--- src/rtl/seg7_scan_driver_if.sv ---
// Bus between the application logic and the 7-segment scan driver: update
// strobe plus display data in, segment/digit pins and status out.
interface seg7_scan_driver_if #(
    parameter int DIGITS   = 4,
    parameter int PWM_BITS = 4
);
    logic                  load;
    logic [4*DIGITS-1:0]   value;
    logic [DIGITS-1:0]     dp;
    logic [DIGITS-1:0]     blank;
    logic [PWM_BITS-1:0]   bright;
    logic [7:0]            seg;
    logic [DIGITS-1:0]     dig;
    logic                  frame;
    logic                  pending;

    modport master (
        output load, value, dp, blank, bright,
        input  seg, dig, frame, pending
    );

    modport slave (
        input  load, value, dp, blank, bright,
        output seg, dig, frame, pending
    );
endinterface

--- src/rtl/seg7_scan_driver.sv ---
// Time-multiplexed hex driver for multi-digit 7-segment displays with guard
// band, PWM dimming, leading-zero blanking and frame-aligned double buffering.
module seg7_scan_driver #(
    parameter int DIGITS      = 4,
    parameter int SCAN_DIV    = 4000,
    parameter int GUARD       = 16,
    parameter int PWM_BITS    = 4,
    parameter bit LZ_SUPPRESS = 1'b0,
    parameter bit SEG_POL     = 1'b1,
    parameter bit DIG_POL     = 1'b1
) (
    input  logic              i_clk,
    input  logic              i_rst_n,
    seg7_scan_driver_if.slave bus
);
    localparam int PCNT_W = $clog2(SCAN_DIV);
    localparam int SLOT_W = (DIGITS > 1) ? $clog2(DIGITS) : 1;

    localparam logic [PCNT_W-1:0] PCNT_LAST  = PCNT_W'(SCAN_DIV - 1);
    localparam logic [PCNT_W-1:0] PCNT_GUARD = PCNT_W'(GUARD);
    localparam logic [SLOT_W-1:0] SLOT_LAST  = SLOT_W'(DIGITS - 1);
    localparam logic [7:0]        SEG_OFF    = {8{~SEG_POL}};
    localparam logic [DIGITS-1:0] DIG_OFF    = {DIGITS{~DIG_POL}};

    typedef struct packed {
        logic [4*DIGITS-1:0] value;
        logic [DIGITS-1:0]   dp;
        logic [DIGITS-1:0]   blank;
        logic [PWM_BITS-1:0] bright;
    } disp_buf_t;

    logic [PCNT_W-1:0]   r_pcnt;
    logic [SLOT_W-1:0]   r_slot;
    logic [PWM_BITS-1:0] r_pwm;
    disp_buf_t           r_active;
    disp_buf_t           r_pending_buf;
    logic                r_pending;
    logic                r_frame;
    logic [7:0]          r_seg;
    logic [DIGITS-1:0]   r_dig;

    logic                w_boundary;
    logic                w_commit;
    logic                w_bright_ok;
    logic                w_lit;
    logic [3:0]          w_nibble;
    logic [6:0]          w_glyph;
    logic [3:0]          w_nibs [DIGITS];
    logic [DIGITS-1:0]   w_suppress;
    logic [DIGITS-1:0]   w_onehot;

    function automatic logic [6:0] hex_glyph(input logic [3:0] nib);
        case (nib)
            4'h0: hex_glyph = 7'h3F;
            4'h1: hex_glyph = 7'h06;
            4'h2: hex_glyph = 7'h5B;
            4'h3: hex_glyph = 7'h4F;
            4'h4: hex_glyph = 7'h66;
            4'h5: hex_glyph = 7'h6D;
            4'h6: hex_glyph = 7'h7D;
            4'h7: hex_glyph = 7'h07;
            4'h8: hex_glyph = 7'h7F;
            4'h9: hex_glyph = 7'h6F;
            4'hA: hex_glyph = 7'h77;
            4'hB: hex_glyph = 7'h7C;
            4'hC: hex_glyph = 7'h39;
            4'hD: hex_glyph = 7'h5E;
            4'hE: hex_glyph = 7'h79;
            4'hF: hex_glyph = 7'h71;
        endcase
    endfunction

    for (genvar gi = 0; gi < DIGITS; gi++) begin : g_nib
        assign w_nibs[gi] = r_active.value[4*gi +: 4];
    end

    // A digit is a leading zero when it and every digit to its left are zero.
    always_comb begin
        logic zero_run;
        // NOTE: every output of this block gets a default before the loop, so no path leaves it unassigned and no latch is inferred.
        zero_run   = 1'b1;
        w_suppress = '0;
        for (int i = DIGITS - 1; i >= 0; i--) begin
            zero_run      = zero_run && (w_nibs[i] == 4'h0);
            w_suppress[i] = LZ_SUPPRESS && zero_run && (i != 0);
        end
    end

    always_comb begin
        w_onehot = '0;
        for (int i = 0; i < DIGITS; i++) begin
            w_onehot[i] = (r_slot == SLOT_W'(i));
        end
    end

    assign w_boundary  = (r_pcnt == PCNT_LAST) && (r_slot == SLOT_LAST);
    assign w_commit    = w_boundary && r_pending;
    assign w_nibble    = w_nibs[r_slot];
    assign w_glyph     = hex_glyph(w_nibble);
    assign w_bright_ok = (&r_active.bright) || (r_pwm < r_active.bright);
    assign w_lit       = (r_pcnt >= PCNT_GUARD)
                      && !r_active.blank[r_slot]
                      && !w_suppress[r_slot]
                      && w_bright_ok;

    always_ff @(posedge i_clk or negedge i_rst_n) begin
        if (!i_rst_n) begin
            r_pcnt <= '0;
            r_slot <= '0;
            r_pwm  <= '0;
        end else begin
            // NOTE: non-blocking updates let every register sample pre-edge values; blocking ones would chain within a single edge.
            r_pwm <= r_pwm + 1'b1;
            if (r_pcnt == PCNT_LAST) begin
                r_pcnt <= '0;
                r_slot <= (r_slot == SLOT_LAST) ? '0 : r_slot + 1'b1;
            end else begin
                r_pcnt <= r_pcnt + 1'b1;
            end
        end
    end

    // A LOAD on the boundary cycle commits the older pending data and keeps the new one waiting.
    always_ff @(posedge i_clk or negedge i_rst_n) begin
        if (!i_rst_n) begin
            // NOTE: the buffers are plain flops, not a RAM, so they take the asynchronous reset like any other state.
            r_active.value  <= '0;
            r_active.dp     <= '0;
            r_active.blank  <= '1;
            r_active.bright <= '1;
            r_pending_buf   <= '0;
            r_pending       <= 1'b0;
            r_frame         <= 1'b0;
        end else begin
            r_frame <= w_commit;
            if (w_commit) begin
                r_active <= r_pending_buf;
            end
            if (bus.load) begin
                r_pending_buf <= {bus.value, bus.dp, bus.blank, bus.bright};
                r_pending     <= 1'b1;
            end else if (w_commit) begin
                r_pending <= 1'b0;
            end
        end
    end

    always_ff @(posedge i_clk or negedge i_rst_n) begin
        if (!i_rst_n) begin
            r_seg <= SEG_OFF;
            r_dig <= DIG_OFF;
        end else if (w_lit) begin
            r_seg <= {r_active.dp[r_slot], w_glyph} ^ SEG_OFF;
            r_dig <= w_onehot ^ DIG_OFF;
        end else begin
            r_seg <= SEG_OFF;
            r_dig <= DIG_OFF;
        end
    end

    assign bus.seg     = r_seg;
    assign bus.dig     = r_dig;
    assign bus.frame   = r_frame;
    assign bus.pending = r_pending;
endmodule

--- src/flat_wrapper.sv ---
// flat-port wrapper written by rule: the top's interface ports become plain ports
module seg7_scan_driver_flat 
#(
    parameter int DIGITS      = 4,
    parameter int SCAN_DIV    = 4000,
    parameter int GUARD       = 16,
    parameter int PWM_BITS    = 4,
    parameter bit LZ_SUPPRESS = 1'b0,
    parameter bit SEG_POL     = 1'b1,
    parameter bit DIG_POL     = 1'b1
)
  (i_clk, i_rst_n, bus_load, bus_value, bus_dp, bus_blank, bus_bright, bus_seg, bus_dig, bus_frame, bus_pending);
  seg7_scan_driver_if #(.DIGITS(DIGITS), .PWM_BITS(PWM_BITS)) bus_i ();
  input  logic i_clk;
  input  logic i_rst_n;
  input wire logic [$bits(bus_i.load)-1:0] bus_load;
  input wire logic [$bits(bus_i.value)-1:0] bus_value;
  input wire logic [$bits(bus_i.dp)-1:0] bus_dp;
  input wire logic [$bits(bus_i.blank)-1:0] bus_blank;
  input wire logic [$bits(bus_i.bright)-1:0] bus_bright;
  output wire logic [$bits(bus_i.seg)-1:0] bus_seg;
  output wire logic [$bits(bus_i.dig)-1:0] bus_dig;
  output wire logic [$bits(bus_i.frame)-1:0] bus_frame;
  output wire logic [$bits(bus_i.pending)-1:0] bus_pending;
  assign bus_i.load = bus_load;
  assign bus_i.value = bus_value;
  assign bus_i.dp = bus_dp;
  assign bus_i.blank = bus_blank;
  assign bus_i.bright = bus_bright;
  assign bus_seg = bus_i.seg;
  assign bus_dig = bus_i.dig;
  assign bus_frame = bus_i.frame;
  assign bus_pending = bus_i.pending;
  seg7_scan_driver #(.DIGITS(DIGITS), .SCAN_DIV(SCAN_DIV), .GUARD(GUARD), .PWM_BITS(PWM_BITS), .LZ_SUPPRESS(LZ_SUPPRESS), .SEG_POL(SEG_POL), .DIG_POL(DIG_POL)) u_core (.i_clk(i_clk), .i_rst_n(i_rst_n), .bus(bus_i));
endmodule
--- config.mk ---
export PLATFORM = sky130hd
export DESIGN_NAME = seg7_scan_driver_flat
export DESIGN_NICKNAME = d
export VERILOG_FILES = /design/src/rtl/seg7_scan_driver_if.sv /design/src/rtl/seg7_scan_driver.sv /design/src/flat_wrapper.sv
export SDC_FILE = /design/constraint.sdc
export NUM_CORES = 1
export LEC_CHECK = 0
export CAP_MARGIN = 20
export CORE_UTILIZATION = 45
export DETAILED_ROUTE_END_ITERATION = 6
export MAX_ROUTING_LAYER = met4
export PLACE_DENSITY = 0.76
export REMOVE_ABC_BUFFERS = 1
export SYNTH_ARGS = -nofsm -noshare
export SYNTH_HDL_FRONTEND = slang
export SYNTH_SLANG_ARGS = --single-unit
--- constraint.sdc ---
create_clock -name i_clk -period 2.15 [get_ports i_clk]
set_input_delay 0.3225 -clock i_clk [delete_from_list [all_inputs] [get_ports i_clk]]
set_output_delay 0.3225 -clock i_clk [all_outputs]
set_load 0.005 [all_outputs]
==> results.cfg <==
[setup_path]
path_delay_family = compound AO/OA/AOI/OAI gates
cp_num_buf_inv = 2
setup.worst_path.class = reg -> reg
crit_fanout = 5
cpPeakStageDelay_ns = 0.54
cp-start-kind = flip-flop
worstSetupEndpointType = flip-flop
cp-startpoint = u_core.r_active[1]$_DFFE_PN1P_
timing.rr.start = u_core.r_active[1]$_DFFE_PN1P_
critPathRequiredTime_ns = 2.38
arrival_ns = 2.30
crit_slowest_cell = dfstp_2
cp_cell_sequence = inv_1, ha_1, a21o_1, a211oi_1, o21ai_2, buf_4, a311oi_1

[timing]
hold_viol_final = 0
rsz0062_at_grt = false
min_period_ns = 2.07
finalWorstSetupSlack_ns = 0.0789
fin_crit_sh = 0.963
finalMaxSlewViolations = 0
finClkSkew_ns = 0.00794
fmax_mhz = 483
setup_viol_count_final = 0
slew_headroom = 0.704
worst_pin_slew_ns = 0.444

[logic_synthesis]
ys_types = 42
yosysSeqAreaShare = 0.556
synth_warnings = 0
netlist_instances = 300
synthFlopType = dfrtp_1
ys_async_sr_fraction = 1.00
synth-edff-count = 0
netlist_area_sq_mm = 0.00398
syn_area_per_cell_sq_um = 13.3
ys_ff_latch = 88

[power_and_ir_drop]
seq_power_share = 0.546
swShare = 0.194
power_leakage_nw = 2.18
p_clk_frac = 0.404
irDropWorstVdd_uv = 305
p_comb_frac = 0.050
p_int_mw = 2.56
p_per_area_mw_per_mm2 = 652
p_switching_mw = 0.617
p_total_mw = 3.18

[detailed_routing]
num_vias = 2398
first_iter_violations = 122
wl_per_cell_microns = 14.3
antenna_left = 0
drt_pre_antenna_iters = 4
drt-total-wl_microns = 6710
vias_per_cell = 5.10
drc = 0

[cts]
cts_made_buffers = 9
cts_sinks = 88
clockBufferDepth = 2
cts_tree = built
cts-htree-levels = 3
worstSkewPairLatency_ns = 0.34
path_clk_slew_ns = 0.08
root_buffer = clkbuf_8
cts_hold_buf = 0

[min_path]
hp-class = in -> async

[global_routing]
antenna_found_initial = 0
grt_max_degree = 89
groute.usage.overall = 0.171
grt_first_pass_wirelength_microns = 11600
gr-total-overflow = 0
grt_pass1_vias = 2427

[floorplanning]
die_w_microns = 96.0
die_height_microns = 96.0
rows = 33
core_area_sq_mm = 0.00838
start_util = 0.475
die_area_sq_mm = 0.00922
io_pins = 45

[run]
drv_cap = 0

[cells_and_area]
n_antenna_cell = 0
drive_above_1_share = 0.285
post-route-util = 0.581
area_growth_pct = 22.5
multi_input_area_sq_mm = 0.00164
final_cell_mix = dfrtp_1, mux2_2, clkdlybuf4s50_1, nor2_1
final.fill_count = 677
seq_area_sq_mm = 0.00221
fin_area_sq_mm = 0.00487
layout_commonest_cell = dfrtp_1
fin_nets = 407

[outcome]
outcome = complete, no violations

[placed_design]
gp_congestion = 0.851
dpl.hpwl_microns = 4630
pre_cts_ws_ns = 0.0807
place_area_sq_mm = 0.00462
port_buffers = 44
[registers in the layout, indices dropped and copies added (netlist names)]
| name | cells |
|---|---|
| u_core.r_active | 28 |
| u_core.r_pending_buf | 28 |
| u_core.r_pcnt | 12 |
| u_core.bus.seg | 8 |
| u_core.bus.dig | 4 |
| u_core.r_pwm | 4 |
| u_core.r_slot | 2 |
| u_core.bus.frame | 1 |
| u_core.bus.pending | 1 |
[through the flow]
| step | instances | hold WS (ns) | TNS (ns) |
|---|---|---|---|
| detailed placement | 454 | 0.398 | 0 |
| finish | 470 | 0.0120 | 0 |
| global route | 470 | 0.0263 | 0 |
| floorplan | 288 | 0.0269 | -4.43 |
| CTS | 470 | 0.0215 | 0 |
| global placement | 454 | 0.393 | 0 |
[cell usage after synthesis (2+ instances only)]
library cell	count	share of area
dfrtp_1	80	0.50
mux2_2	52	0.15
nor2_1	21	0.020
ha_1	16	0.050
inv_1	14	0.013
nand2_1	14	0.013
dfstp_2	8	0.053
xnor2_1	8	0.018
mux2i_1	7	0.018
o21ai_0	7	0.0088
nand3_1	6	0.0075
a211oi_1	5	0.0094
a21oi_1	5	0.0063
buf_6	5	0.014
a21o_1	4	0.0075
a311oi_1	4	0.0088
mux2_1	4	0.011
xor2_1	4	0.0088
clkbuf_1	3	0.0028
nand4_1	3	0.0047
nor3_1	3	0.0038
and4_1	2	0.0044
buf_4	2	0.0038
mux4_1	2	0.013
nor2b_1	2	0.0031
nor3b_1	2	0.0038
nor4_1	2	0.0031
[worst paths after layout]
path	to	slack, ns	depth (start not counted)
max	u_core.bus.seg[2]$_DFF_PN0_	0.08	7
min	u_core.r_pending_buf[10]$_DFFE_PN0P_	0.01	2
max reg2reg	u_core.bus.seg[2]$_DFF_PN0_	0.08	7
min reg2reg	u_core.r_pwm[0]$_DFF_PN0_	0.48	1
max in group asynchronous	u_core.r_active[1]$_DFFE_PN1P_	1.78	2
min in group i_clk	u_core.r_pwm[0]$_DFF_PN0_	0.48	1
[power groups by stage]
stage | logic, mW | clock network, mW | registers (mW)
global route | 0.178 | 1.40 | 1.74
finish | 0.160 | 1.28 | 1.73
detailed placement | 0.166 | 0 | 1.77
floorplan | 0.0558 | 0 | 1.76
global placement | 0.162 | 0 | 1.77
CTS | 0.166 | 1.32 | 1.73
[per-layer routing]
layer,up-vias,track usage,routed length (microns)
met2,50,0.257,3300
met1,1179,0.229,3110
met4,0,0.0734,46
met3,6,0.0284,244
met5,-,-,0
li1,1163,-,-
[cells by family (layout without fill, tap and decap cells)]
| family | Yosys count | after routing | synth area share |
|---|---|---|---|
| AO/OA/AOI/OAI | 28 | 28 | 0.0456 |
| flip-flops | 88 | 88 | 0.556 |
| XOR/XNOR | 12 | 12 | 0.0264 |
| AND/OR/NAND/NOR | 61 | 61 | 0.0805 |
| buffers and inverters | 27 | 92 | 0.0371 |
| multiplexers | 68 | 68 | 0.204 |
| adder cells (fa/ha/maj) | 16 | 16 | 0.0503 |
[what timing repair did]
item / in CTS / in global routing
hold endpoints to repair: 0 / 0
gates resized for setup: 0 / 5
setup endpoints to repair: 0 / 3
buffers inserted: 0 / 0
[cell type report]
type                            count  area share
Clock buffer                       14      0.0354
Tap cell                          105      0.0270
Inverter                           15      0.0116
Clock inverter                      2      0.0123
Timing Repair Buffer               61       0.124
Multi-Input combinational cell    185       0.336
Sequential cell                    88       0.454
No activity file was read; power rests on OpenSTA's default activity.
